==> src/rtl/shift_sequencer_if.sv <==
// Command and datapath signals of the shift sequencer, bundled with host (master) and controller (slave) views.
// Under SHIFT_SEQ_ROTATE_EN the bundle also carries cmd_rot.
interface shift_sequencer_if #(
  parameter int WIDTH = 8,
  parameter int CNT_W = 4
);
  logic             cmd_valid;
  logic             cmd_ready;
  logic             cmd_load;
  logic             cmd_dir;
  logic [CNT_W-1:0] cmd_len;
  logic [WIDTH-1:0] cmd_data;
`ifdef SHIFT_SEQ_ROTATE_EN
  logic             cmd_rot;
`endif
  logic             sin;
  logic [1:0]       sr_s;
  logic             sr_r;
  logic [WIDTH-1:0] sr_i;
  logic [WIDTH-1:0] sr_q;
  logic             sout;
  logic             sout_valid;
  logic             busy;
  logic             done;

  modport master (
    output cmd_valid, cmd_load, cmd_dir, cmd_len, cmd_data,
`ifdef SHIFT_SEQ_ROTATE_EN
    output cmd_rot,
`endif
    output sin, sr_q,
    input  cmd_ready, sr_s, sr_r, sr_i, sout, sout_valid, busy, done
  );

  modport slave (
    input  cmd_valid, cmd_load, cmd_dir, cmd_len, cmd_data,
`ifdef SHIFT_SEQ_ROTATE_EN
    input  cmd_rot,
`endif
    input  sin, sr_q,
    output cmd_ready, sr_s, sr_r, sr_i, sout, sout_valid, busy, done
  );
endinterface

==> src/rtl/shift_sequencer.sv <==
// Command sequencer for a WIDTH-bit bidirectional shift register: optional load, then N shifts, then a done pulse.
// Optional SHIFT_SEQ_ROTATE_EN adds cmd_rot, feeding sout back into sr_r to rotate the register.
module shift_sequencer #(
  parameter int WIDTH = 8,
  parameter int CNT_W = 4
) (
  input  logic             clk,
  input  logic             reset,
  shift_sequencer_if.slave io
);
  typedef enum logic [1:0] {IDLE, LOAD, SHIFT, DONE} state_e;

  localparam logic [CNT_W-1:0] LEN_MAX = CNT_W'(WIDTH);

  state_e           state_q, state_d;
  logic [CNT_W-1:0] cnt_q, cnt_d;
  logic [WIDTH-1:0] data_q, data_d;
  logic             dir_q, dir_d;
  logic             rot_q, rot_d;
  logic [1:0]       sr_s_q;
  logic             busy_q, done_q, ready_q, shift_q;
  logic [CNT_W-1:0] len_clamp;
  logic             cmd_rot_w;

`ifdef SHIFT_SEQ_ROTATE_EN
  assign cmd_rot_w = io.cmd_rot;
`else
  assign cmd_rot_w = 1'b0;
`endif

  assign len_clamp = (io.cmd_len > LEN_MAX) ? LEN_MAX : io.cmd_len;

  always_comb begin
    state_d = state_q;
    cnt_d   = cnt_q;
    data_d  = data_q;
    dir_d   = dir_q;
    rot_d   = rot_q;
    case (state_q)
      IDLE: if (io.cmd_valid) begin
        data_d = io.cmd_data;
        dir_d  = io.cmd_dir;
        rot_d  = cmd_rot_w;
        cnt_d  = len_clamp;
        if (io.cmd_load)           state_d = LOAD;
        else if (len_clamp != '0)  state_d = SHIFT;
        else                       state_d = DONE;
      end
      LOAD:  state_d = (cnt_q != '0) ? SHIFT : DONE;
      SHIFT: begin
        cnt_d = cnt_q - 1'b1;
        if (cnt_q == CNT_W'(1)) state_d = DONE;
      end
      DONE:  state_d = IDLE;
      default: state_d = IDLE;
    endcase
  end

  // Outputs are registered from the next state so they line up with state_q.
  always_ff @(posedge clk or negedge reset) begin
    if (!reset) begin
      state_q <= IDLE;
      cnt_q   <= '0;
      data_q  <= '0;
      dir_q   <= 1'b0;
      rot_q   <= 1'b0;
      sr_s_q  <= 2'b00;
      busy_q  <= 1'b0;
      done_q  <= 1'b0;
      ready_q <= 1'b1;
      shift_q <= 1'b0;
    end else begin
      state_q <= state_d;
      cnt_q   <= cnt_d;
      data_q  <= data_d;
      dir_q   <= dir_d;
      rot_q   <= rot_d;
      case (state_d)
        LOAD:    sr_s_q <= 2'b11;
        SHIFT:   sr_s_q <= dir_d ? 2'b10 : 2'b01;
        default: sr_s_q <= 2'b00;
      endcase
      busy_q  <= (state_d != IDLE);
      done_q  <= (state_d == DONE);
      ready_q <= (state_d == IDLE);
      shift_q <= (state_d == SHIFT);
    end
  end

  // Only sout/sr_r follow the register and sin combinationally; ready is masked while reset is held.
  assign io.sout       = shift_q & (dir_q ? io.sr_q[0] : io.sr_q[WIDTH-1]);
  assign io.sr_r       = shift_q & (rot_q ? io.sout : io.sin);
  assign io.sout_valid = shift_q;
  assign io.sr_s       = sr_s_q;
  assign io.sr_i       = data_q;
  assign io.busy       = busy_q;
  assign io.done       = done_q;
  assign io.cmd_ready  = ready_q & reset;
endmodule

==> src/flat_wrapper.sv <==
// flat-port wrapper written by rule: the top's interface ports become plain ports
module shift_sequencer_flat 
#(
  parameter int WIDTH = 8,
  parameter int CNT_W = 4
)
  (clk, reset, io_cmd_valid, io_cmd_load, io_cmd_dir, io_cmd_len, io_cmd_data, io_sin, io_sr_q, io_cmd_ready, io_sr_s, io_sr_r, io_sr_i, io_sout, io_sout_valid, io_busy, io_done);
  shift_sequencer_if #(.WIDTH(WIDTH), .CNT_W(CNT_W)) io_i ();
  input  logic clk;
  input  logic reset;
  input wire logic [$bits(io_i.cmd_valid)-1:0] io_cmd_valid;
  input wire logic [$bits(io_i.cmd_load)-1:0] io_cmd_load;
  input wire logic [$bits(io_i.cmd_dir)-1:0] io_cmd_dir;
  input wire logic [$bits(io_i.cmd_len)-1:0] io_cmd_len;
  input wire logic [$bits(io_i.cmd_data)-1:0] io_cmd_data;
  input wire logic [$bits(io_i.sin)-1:0] io_sin;
  input wire logic [$bits(io_i.sr_q)-1:0] io_sr_q;
  output wire logic [$bits(io_i.cmd_ready)-1:0] io_cmd_ready;
  output wire logic [$bits(io_i.sr_s)-1:0] io_sr_s;
  output wire logic [$bits(io_i.sr_r)-1:0] io_sr_r;
  output wire logic [$bits(io_i.sr_i)-1:0] io_sr_i;
  output wire logic [$bits(io_i.sout)-1:0] io_sout;
  output wire logic [$bits(io_i.sout_valid)-1:0] io_sout_valid;
  output wire logic [$bits(io_i.busy)-1:0] io_busy;
  output wire logic [$bits(io_i.done)-1:0] io_done;
  assign io_i.cmd_valid = io_cmd_valid;
  assign io_i.cmd_load = io_cmd_load;
  assign io_i.cmd_dir = io_cmd_dir;
  assign io_i.cmd_len = io_cmd_len;
  assign io_i.cmd_data = io_cmd_data;
  assign io_i.sin = io_sin;
  assign io_i.sr_q = io_sr_q;
  assign io_cmd_ready = io_i.cmd_ready;
  assign io_sr_s = io_i.sr_s;
  assign io_sr_r = io_i.sr_r;
  assign io_sr_i = io_i.sr_i;
  assign io_sout = io_i.sout;
  assign io_sout_valid = io_i.sout_valid;
  assign io_busy = io_i.busy;
  assign io_done = io_i.done;
  shift_sequencer #(.WIDTH(WIDTH), .CNT_W(CNT_W)) u_core (.clk(clk), .reset(reset), .io(io_i));
endmodule
==> config.mk <==
export PLATFORM = sky130hd
export DESIGN_NAME = shift_sequencer_flat
export DESIGN_NICKNAME = d
export VERILOG_FILES = /design/src/rtl/shift_sequencer_if.sv /design/src/rtl/shift_sequencer.sv /design/src/flat_wrapper.sv
export SDC_FILE = /design/constraint.sdc
export NUM_CORES = 1
export LEC_CHECK = 0
export CAP_MARGIN = 25
export CORE_MARGIN = 1.5
export CORE_UTILIZATION = 43
export DETAILED_ROUTE_END_ITERATION = 10
export GPL_TIMING_DRIVEN = 0
export MAX_ROUTING_LAYER = met4
export PLACE_DENSITY = 0.79
export RECOVER_POWER = 50
export REMOVE_ABC_BUFFERS = 1
export SYNTH_ARGS = -nofsm -noshare
export SYNTH_HDL_FRONTEND = slang
export SYNTH_SLANG_ARGS = --single-unit
==> constraint.sdc <==
create_clock -name clk -period 2.1 [get_ports clk]
set_clock_uncertainty 0.1 [all_clocks]
set_input_delay 0.42 -clock clk [delete_from_list [all_inputs] [get_ports clk]]
set_output_delay 0.42 -clock clk [all_outputs]
set_load 0.02 [all_outputs]
After elaboration in Yosys (flattened, before gate mapping) --
Cells that the tools add are included. Widths: inputs -> output; s select.
Operators by class: add/subtract/negate cells 1, magnitude comparators 1, equality and inequality tests 8, multiplexer cells 14, bitwise gates (word level) 3, reductions and logical operators 8
Operator list (count):
- $eq 2x2->1 const B | 4
- $mux 2 | 4
- $mux 4 | 2
- $pmux 2 s4 | 1
- $pmux 4 s2 | 1
- $reduce_bool 4->1 | 2
- $mux 1 | 5
- $eq 2x1->1 const B | 2
- $eq 4x1->1 const B | 1
- $gt 4x4->1 const B | 1
- $logic_not 2->1 | 2
- $pmux 2 s2 | 1
- $reduce_and 2->1 | 2
- $reduce_bool 2->1 | 2
- $sub 4x1->4 const B | 1
- $and 1x1->1 | 3
- $ne 2x2->1 const B | 1
Storage, ports and cells: flip-flop bits (word level) 21, input port bits 26, output and inout bits 16, logic and storage cells 44

Depth between registers and ports, before layout --
depth in word-level cells 9, gate-level depth with buffers 9, mapped depth without buffers 8

Worst setup path after synthesis --
Ideal clock, no wire load.
path type register -> register, start register u_core.state_q[0], end register u_core.sr_s_q[0] (netlist: u_core.io.sr_s[0]), setup time 77 ps, arrival 1710 ps, data required time 1923 ps, setup slack 213 ps, cell stages (with the launch flop) 9, buffers on the path 1, period minus slack after synthesis 1887 ps, cell sequence dfrtp_1 > inv_1 > ha_1 > buf_4 > nor2_1 > a31oi_1 > ha_1 > or3b_1 > a21oi_1
Between the ends: cells in the longest elaborated chain, start to end 4, elaborated cells between the ends (all ways) 12, those cells by class eq/ne: 5; mux: 6; reduce/logical: 1
Ends and longest elaborated chain:
- from (decl) | line shift_sequencer.sv:15 | state_e state_q, state_d;
- from (signal assigned) | line shift_sequencer.sv:73 | state_q <= state_d;
- $eq 2x2->1, or another cell as far along | line shift_sequencer.sv:39 | case (state_q)
- $pmux 2 s4 (*) | line shift_sequencer.sv:39
- named net u_core.state_d[1] | line shift_sequencer.sv:15
- $eq 2x2->1 or $eq 2x1->1 (tied branches) | line shift_sequencer.sv:78 | case (state_d)
- $pmux 2 s2 (*) | line shift_sequencer.sv:78
- to (signal assigned) | line shift_sequencer.sv:80 | SHIFT: sr_s_q <= dir_d ? 2'b10 : 2'b01;
- to (decl) | line shift_sequencer.sv:20 | logic [1:0] sr_s_q;
Mark *: on every way through the listed nets, which the timed path passes. The rest lies on a longest branch. A chain may end at the register's enable or synchronous reset.

Worst setup path in the final report --
start register u_core.cnt_q[1], end register u_core.sr_s_q[0] (netlist: u_core.io.sr_s[0])
Between the ends: cells in the longest elaborated chain, start to end 5, elaborated cells between the ends (all ways) 8, those cells by class eq/ne: 3; mux: 4; reduce/logical: 1
Ends and longest elaborated chain:
- from (decl) | line shift_sequencer.sv:16 | logic [CNT_W-1:0] cnt_q, cnt_d;
- from (signal assigned) | line shift_sequencer.sv:74 | cnt_q <= cnt_d;
- $eq 4x1->1 or $reduce_bool 4->1 (tied branches) | line shift_sequencer.sv:52, shift_sequencer.sv:49
- $mux 2 or $mux 1 (tied branches) | line shift_sequencer.sv:52, shift_sequencer.sv:49
- $pmux 2 s4 (*) | line shift_sequencer.sv:39
- $eq 2x2->1 or $eq 2x1->1 (tied branches) | line shift_sequencer.sv:78
- $pmux 2 s2 (*) | line shift_sequencer.sv:78
Mark *: on every way between the ends. The rest lies on a longest branch, timed or not.

==> qor.txt <==
status - finished, final reports clean
area growth from synthesis to layout - 48.1%
Cell Rows - 17
max-slew violation count - 0
TritonCTS clock tree - done
Final nets - 178
slowest stage cell, crit path - dfrtp_1
clock slew at reported path FFs - 110 ps
period utilization - 98.2%
final total power - 2.41 mW
Slew Limit Headroom - 39.5%
fin util - 69.4%
maximum VDD drop - 1000 uV
routed via count - 894
average wire per standard cell - 15.3 um
Core ar. - 2300 um2
ANT nets after route - 0
number of buffers created by CTS - 3
final hold vios - 0
Fmax - 0.485 GHz
# IOs - 42
Die ar. - 2810 um2
Worst Path Arrival - 2200 ps
YS warnings - 0
Synth Area in Adders - 11.6%
Flop pwr share - 30.3%
DP HPWL - 1.75 mm
fillers - 182
CP Cell Sequence - inv_2, ha_1, nor3b_1, o21ai_1, o311a_1, ha_2, or3b_1, a21oi_2
Max Cap Violations - 0
layout cells sized above 1 - 22.0%
RSZ-0062 raised after global routing - true
DP Cell Count - 155
drt via density - 5.29
xor-xnor portion of the synthesized cell area - 0%
first-pass GRT wire length - 3.87 mm
simple-gate share of the synthesized area - 15.2%
mux cell area share after synthesis - 11.3%
Synth Area in Compound Gates - 9.41%
slew at the pin closest to its max-slew limit - 905 ps
clk buf depth - 2
die height - 53.1 um
crit-path leading delay family - compound AO/OA/AOI/OAI gates
Power Density - 1510 nW/um2
total track usage - 20.1%
area of the multi-input gates - 556 um2
Buffers on Ports - 35
switch share - 40.4%
Horiz. Die Dim - 53.1 um
clock power share - 8.1%
CTS sink cnt - 21
vias in the first global route - 859
# DRC - 0
ys async rst share - 100%
post-route insts no fill - 169
leakage power total - 0.716 nW
EDFF count, synth - 0
crit-path max FO - 4
Min Hold Slack - 421 ps
Initial Utilization - 46.9%
TritonRoute pass-1 iters - 4
ys flop type - dfrtp_1
final setup fails - 0
syn avg cell area - 11.5 um2
FF-to-FF setup slack - 40 ps
GR Overflow Total - 0
largest family of logic cells by synthesized area - simple AND/OR/NAND/NOR gates
Clock Latency Late Sink - 310 ps
Pint - 1.43 mW
Clock Root Buffer - clkbuf_4
combinational power share - 61.6%
cell area after synthesis - 1080 um2
post-synth cell types - 31
FF+latch count, synth - 21
antenna fix cells - 0
FF/Latch Area - 527 um2
Tmin final - 2060 ps
pin count of the biggest net entering global routing - 21
WP buf/inv - 1
initial antenna violation count - 0
# H-tree levels - 1
worst hold path class - reg -> reg
Worst setup EP type - register
CP required - 2240 ps
Mapped Cells - 94
GPL Wtd Cong - 0.781
final WL - 2.59 mm
Setup crit start kind - register
critical path type - reg -> reg
sequential fraction of the synthesis area - 48.9%
Iter 0 DRT Violations - 12
crit-path max cell delay - 390 ps
Net Sw Power - 0.971 mW
## sequential cells by signal (all words and copies together), names as in the netlist
register	cells
u_core.io.sout_valid	1
u_core.io.busy	1
u_core.io.sr_i	8
u_core.io.done	1
u_core.ready_q	1
u_core.dir_q	1
u_core.cnt_q	4
u_core.state_q	2
u_core.io.sr_s	2
## kinds of logic (layout without fill, tap and decap cells)
| family | Yosys count | after routing |
|---|---|---|
| compound gates | 16 | 16 |
| fa+ha+maj | 10 | 10 |
| buf+inv | 9 | 56 |
| flops | 21 | 21 |
| mux | 11 | 11 |
| simple gates | 27 | 27 |
## routing by layer
layer	up-vias	track usage, %	routed length, um
met5	-	-	0
met4	0	8.97	63
met3	5	2.54	139
met2	36	36.3	1340
met1	426	22.1	1050
li1	427	-	-
## final cells by class
type | count | share of cell area [%]
clock buffers | 4 | 1.65
inverters | 7 | 1.65
multi-input cells | 64 | 34.8
flip-flops and latches | 21 | 33.0
well taps | 28 | 2.20
repair buffers | 45 | 26.7
## synth_stat cells (all sizes together), types with 2 or more instances
library cell  count  share of area, %
dfrtp            20                46
ha               10                12
mux2              9               9.4
inv               7               2.4
a21oi             6               2.8
nand2             5               1.7
nand2b            3               1.7
nor2b             3               1.7
nor3b             3               2.1
o21ai             3               1.4
and2              2               1.2
buf               2               1.2
mux2i             2               1.9
nand3b            2               1.4
or2               2               1.2
## path summary, 6_finish.rpt
check	from	to	depth (start not counted)
worst max-delay path	u_core.cnt_q[1]$_DFFE_PN0P_	u_core.io.sr_s[0]$_DFF_PN0_	8
worst min-delay path	u_core.io.sr_i[1]$_DFFE_PN0P_	u_core.io.sr_i[1]$_DFFE_PN0P_	1
worst max register to register	u_core.cnt_q[1]$_DFFE_PN0P_	u_core.io.sr_s[0]$_DFF_PN0_	8
worst min register to register	u_core.io.sr_i[1]$_DFFE_PN0P_	u_core.io.sr_i[1]$_DFFE_PN0P_	1
max in group asynchronous	reset	u_core.io.sr_s[0]$_DFF_PN0_	2
min in group asynchronous	reset	u_core.ready_q$_DFF_PN1_	2
## metrics by stage
| stage | TNS (ps) | setup WS [ps] | cell area (um2) |
|---|---|---|---|
| 6_report | 0 | 38.4 | 1600 |
| 5_1_grt | -43.4 | -43.4 | 1600 |
| 4_1_cts | 0 | 3.66 | 1540 |
| 3_5_place_dp | -1660 | -826 | 1450 |
| 3_3_place_gp | -1480 | -807 | 1450 |
| 2_1_floorplan | 0 | 127 | 1060 |
## placed cells by master (no fill, tap or decap), types with 3 or more instances in the layout
master           synthesis  routed
a21oi_1                  6       5
mux2_2                   9       9
inv_1                    7       5
nor3b_1                  3       3
dfrtp_1                 20      20
clkdlybuf4s50_1          0      29
nand2_1                  5       5
ha_1                    10       7
clkbuf_4                 0       3
nand2b_1                 3       3
nor2b_1                  3       3
dlygate4sd2_1            0       3
buf_4                    1       8
## power by group through the flow
stage / clock network (mW) / registers (mW) / logic (mW)
5_1_grt: 0.221 / 0.748 / 1.62
3_3_place_gp: 0 / 0.715 / 1.21
6_report: 0.194 / 0.730 / 1.48
2_1_floorplan: 0 / 0.852 / 0.653
4_1_cts: 0.194 / 0.723 / 1.36
3_5_place_dp: 0 / 0.730 / 1.25
## what timing repair did
item,in CTS,in global routing
resized for setup,15,8
hold buffers,2,0
setup buffers,2,6
pin swaps,1,2
cloned,0,0
hold endpoints to repair,20,0
endpoints found under the setup margin,3,4
(Power assumes the default switching activity.)
==> variant 1, RTL diff (same settings) <==
`WIDTH` is set to 8 in 3 places; all go to 10.
--- a/src/rtl/shift_sequencer_if.sv
+++ b/src/rtl/shift_sequencer_if.sv
@@ -2,5 +2,5 @@
 // Under SHIFT_SEQ_ROTATE_EN the bundle also carries cmd_rot.
 interface shift_sequencer_if #(
-  parameter int WIDTH = 8,
+  parameter int WIDTH = 10,
   parameter int CNT_W = 4
 );
--- a/src/rtl/shift_sequencer.sv
+++ b/src/rtl/shift_sequencer.sv
@@ -2,5 +2,5 @@
 // Optional SHIFT_SEQ_ROTATE_EN adds cmd_rot, feeding sout back into sr_r to rotate the register.
 module shift_sequencer #(
-  parameter int WIDTH = 8,
+  parameter int WIDTH = 10,
   parameter int CNT_W = 4
 ) (
--- a/src/flat_wrapper.sv
+++ b/src/flat_wrapper.sv
@@ -2,5 +2,5 @@
 module shift_sequencer_flat 
 #(
-  parameter int WIDTH = 8,
+  parameter int WIDTH = 10,
   parameter int CNT_W = 4
 )
Interface: changed (resized io_cmd_data, io_sr_i and io_sr_q); port bits go from 42 to 48. No check against the original RTL was run, so the function may have changed too.
==> variant 1 against the unedited design <==
- the run now ends with negative setup slack left
- setup slack worse by 0.044 ns
- wire length grew 6.2%
- count of clock-buffer cells in the layout down 1
- largest cell class unchanged
- synthesized area rose by 9.8%
- power up 11%
- design area increased by 11%
- utilization is 0.12 points higher
- sequential cell count rose by 2
- critical endpoint is now u_core.io.sr_s[1]
- highest routed layer unchanged
==> variant 1: results (changes against the unedited design) <==
stage;metric;value;unit;change
routing;vias;982;;+9.8%
place;globalplace.congestion;0.8300;;+6.2%
grt;grt_pass1_vias;920;;+7.1%
power;p_leak;0.8114;nW;+13%
place;io_buffers;39;;+11%
routing;drt_iter0_markers;11;;-1
power;ir_drop;1.043;mV;+3.9%
worst_setup_path;worstPathArrival;2.26;ns;+0.06 ns
sta;worstMarginPinSlew;0.6987;ns;-0.2061 ns
yosys;synth-seq-area-share;48.78;%;-0.11 points
final_layout;post_route_cells_drive_above_1_share;26.62;%;+4.6 points
place;dp_hpwl;1801;µm;+3.1%
grt;grt_pass1_wl;4140;µm;+7.0%
grt;grt_max_degree;23;;+9.5%
routing;routed_wl;2756;µm;+6.2%
grt;grt_antenna_before_repair;0;;unchanged
routing;firstDrtPassIters;5;;+1
place;dpl_cell_area;0.001589;mm²;+9.6%
grt;grtUsageTotal;17.56;%;-2.6 points
yosys;synth_compound_area_share;10.79;%;+1.4 points
yosys;yosysUniqueCellTypes;33;;+6.5%
status;status;complete, but fails checks;;
yosys;synthAdderAreaFrac;10.58;%;-1.0 points
status;violations;negative setup slack;;
yosys;synth_area_leaders;dfrtp_1, mux2_2, ha_1;;
sta;setup_slack;-0.005858;ns;-0.04423 ns
final_layout;largest_reg_flops;10;;+2
yosys;yosys-top-cells-count;dfrtp_1, mux2_2, ha_1;;
worst_setup_path;slowest_delay;0.43;ns;+0.04 ns
sta;setup_viol;1;;+1
variant 1: power by group:
part | leakage (nW) | switching, W | internal [W]
clock | 0.0177 | 0.000131 | 0.0000714
sequential | 0.273 | 0.000128 | 0.000670
combinational | 0.520 | 0.000801 | 0.000860
total | 0.811 | 0.00106 | 0.00160
variant 1: logic make-up (layout without fill, tap and decap cells):
group | after synthesis | after routing
AO/OA/AOI/OAI | 19 | 19
adder cells (fa/ha/maj) | 10 | 10
buffers and inverters | 10 | 63
flip-flops | 23 | 23
multiplexers | 14 | 14
AND/OR/NAND/NOR | 25 | 25
variant 1: final timing paths:
path / from / slack, ns / cells past startpoint / to
worst max register to register: u_core.cnt_q[1] / -0.006 / 8 / u_core.io.sr_s[1]
max in group asynchronous: reset / 0.36 / 3 / u_core.io.sr_i[9]
worst min register to register: u_core.io.sr_i[6] / 0.42 / 1 / u_core.io.sr_i[6]
worst max-delay path: u_core.cnt_q[1] / -0.006 / 8 / u_core.io.sr_s[1]
worst min-delay path: u_core.io.sr_i[6] / 0.42 / 1 / u_core.io.sr_i[6]
min in group asynchronous: reset / 0.57 / 2 / u_core.cnt_q[0]
variant 1: what timing repair did:
action	4_1_cts	5_1_grt
cloned	0	0
gates resized for setup	11	14
buffers inserted	2	8
endpoints found under the setup margin	4	6
pin swaps	0	2
hold buffers	2	0
endpoints found under the hold margin	22	0
variant 1: metal layers:
layer,share of wire [%],GRT usage [%]
met1,40,19.76
met2,52,29.76
met3,5.5,5.386
met4,2.1,5.575
met5,0,-
variant 1: layout make-up:
type,count,area (µm²)
fill,187,774.5
inverter,7,26.28
sequential,23,576.8
clock buffer,3,22.52
tap,30,37.54
multi-input combinational,68,613.1
timing repair buffer,52,489.2
clock inverter,1,5.005
variant 1: metrics by stage:
step	TNS (ns)	cells	power, W	setup slack, ns
finish	-0.005858	184	0.002661	-0.005858
global route	-0.1455	184	0.002861	-0.08201
CTS	0	175	0.002427	0.0009921
detailed placement	-1.960	167	0.002179	-0.9105
global placement	-1.747	167	0.002130	-0.9000
floorplan	0	98	0.001660	0.0002751
==> variant 2, RTL diff (same flow settings) <==
Made on the original files. Encoding of `state_e`: now Gray code (2 bits for 4 states).
--- a/src/rtl/shift_sequencer.sv
+++ b/src/rtl/shift_sequencer.sv
@@ -9,5 +9,5 @@
   shift_sequencer_if.slave io
 );
-  typedef enum logic [1:0] {IDLE, LOAD, SHIFT, DONE} state_e;
+  typedef enum logic [1:0] {IDLE = 2'b00, LOAD = 2'b01, SHIFT = 2'b11, DONE = 2'b10} state_e;
 
   localparam logic [CNT_W-1:0] LEN_MAX = CNT_W'(WIDTH);
Check against the original RTL: same outputs for any inputs over 10 cycles, from zero or initial values and one cycle with reset low; not proved beyond that.
==> variant 2 against the unedited design <==
- first-iteration DRC count is 42% higher
- critical path type is now in -> reg
- setup slack better by 0.070 ns
- synthesized area shrank 8.6%
- sequential cell count unchanged
- power fell by 22%
- sequential power rose by 3.2%
- die area shrank 8.1%
- synthesized cell count down 2.1%
- wire length down 22%
- design area decreased by 13%
==> variant 2: results (changes against the unedited design) <==
stage;metric;value;unit;change
routing;top_layer_used;met4;;
routing;drt_iter0_markers;17;;+5
yosys;synth_area_leaders;dfrtp_1, nand2_1, ha_1;;
yosys;yosys-top-cells-count;nand2_1, dfrtp_1, inv_1;;
power;p_leak;0.6534;nW;-8.8%
hold_path;hp-class;reg -> reg;;
routing;via_per_inst;4.981;;-5.8%
final_layout;fillCellCount;179;;-1.6%
final_layout;post_route_cells_drive_above_1_share;8.397;%;-14 points
grt;grt_max_degree;21;;unchanged
place;placedCellCount;153;;-1.3%
routing;wl_per_cell;12.78;µm;-17%
grt;grt_pass1_vias;755;;-12%
final_layout;diodes;0;;unchanged
routing;dr_wl_met2;968;µm;-28%
grt;grt_pass1_wl;3167;µm;-18%
routing;vias;792;;-11%
yosys;async_flop_share;100.0;%;unchanged
routing;wl_met1;900;µm;-14%
cts;clk_latency;0.30;ns;
yosys;yosysUniqueCellTypes;32;;+3.2%
power;ir_drop;0.7269;mV;-28%
final_layout;area_delta_synth_final;41.04;%;
worst_setup_path;crit_path_max_fanout;14;;+10
place;dpl_cell_area;0.001354;mm²;-6.6%
place;dp_hpwl;1456;µm;-17%
cts;root_buffer;clkbuf_4;;
cts;clk_pin_slew;0.11;ns;about the same
grt;grtUsageTotal;17.09;%;-3.0 points
cts;htreeDepth;1;;unchanged
yosys;postSynthCellCount;92;;-2.1%
final_layout;finalNetCount;161;;-9.6%
routing;routed-wl-met3;125;µm;-10%
place;globalplace.congestion;0.8085;;+3.5%
status;status;complete, no violations;;
yosys;synth-seq-area-share;53.49;%;+4.6 points
routing;firstDrtPassIters;4;;unchanged
cts;cts_buffers;3;;unchanged
sta;worstMarginPinSlew;0.8740;ns;-0.03076 ns
-- variant 2: changes by cell type in the layout (fill, tap and decap cells not counted), moves of 3 or more --
| cell | unedited run | this run |
|---|---|---|
| nand2_1 | 5 | 29 |
| mux2_2 | 9 | 0 |
| buf_4 | 8 | 0 |
| a21oi_1 | 5 | 1 |
| ha_1 | 7 | 3 |
| nor3b_1 | 3 | 0 |
-- variant 2: final timing paths --
| path | start | cells after the start | slack, ns | endpoint |
|---|---|---|---|---|
| worst min-delay path | u_core.io.sr_i[5] | 2 | 0.39 | u_core.io.sr_i[5] |
| worst max register to register | u_core.state_q[1] | 3 | 0.24 | u_core.io.sr_s[1] |
| worst max-delay path | io_cmd_valid | 4 | 0.11 | u_core.io.sr_s[1] |
| worst min register to register | u_core.io.sr_i[5] | 2 | 0.39 | u_core.io.sr_i[5] |
| max in group asynchronous | reset | 2 | 0.64 | u_core.cnt_q[3] |
| min in group asynchronous | reset | 2 | 0.58 | u_core.ready_q |
-- variant 2: cell type report --
| class | instances | share of cell area, % |
|---|---|---|
| inverters | 5 | 1.351 |
| clock buffers | 4 | 1.892 |
| multi-input cells | 64 | 30.45 |
| flip-flops and latches | 21 | 37.93 |
| well taps | 28 | 2.523 |
| repair buffers | 37 | 25.86 |
-- variant 2: what timing repair did --
item | CTS | global route
gates resized for setup | 7 | 2
hold buffers | 2 | 0
endpoints found under the hold margin | 20 | 0
cloned | 0 | 0
endpoints found under the setup margin | 2 | 2
pin swaps | 0 | 0
buffers inserted | 0 | 0
-- variant 2: kinds of logic (layout without fill, tap and decap cells) --
group	count (synthesis)	after routing	share of synthesized area [%]
buffers and inverters	7	46	3.557
AOI/OAI and AO/OA	13	13	12.71
muxes	3	3	3.557
DFF	21	21	53.49
and+or+nand+nor	44	44	21.98
adders and majority gates	3	3	3.812
xor gates and xnor gates	1	1	0.8896
-- variant 2: routing by layer --
metal / GRT usage (%) / vias to the layer above
met5: - / -
li1: - / 384
met2: 28.73 / 29
met1: 19.27 / 375
met4: 9.910 / 0
met3: 2.924 / 4
-- variant 2: critical path: stages --
cell and delay (ns):
clkdlybuf4s50_1 0.52, nor3b_4 0.64, mux2_4 0.37, a2bb2oi_2 0.13
-- variant 2: report_power, final --
group          total [W]  switching [W]  leakage, nW  internal [W]
sequential      0.000753       0.000150        0.248      0.000602
clock           0.000189       0.000115       0.0150     0.0000741
combinational   0.000946       0.000479        0.390      0.000467
-- variant 2: metrics by stage --
step                power (W)  setup slack, ns  hold WS [ns]
floorplan            0.001320           0.4793       0.02441
global placement     0.001690          -0.7998        0.3576
detailed placement   0.001721          -0.8238        0.3673
CTS                  0.001918         0.004847        0.3964
global route         0.002010          0.05936        0.4127
finish               0.001888           0.1083        0.3897
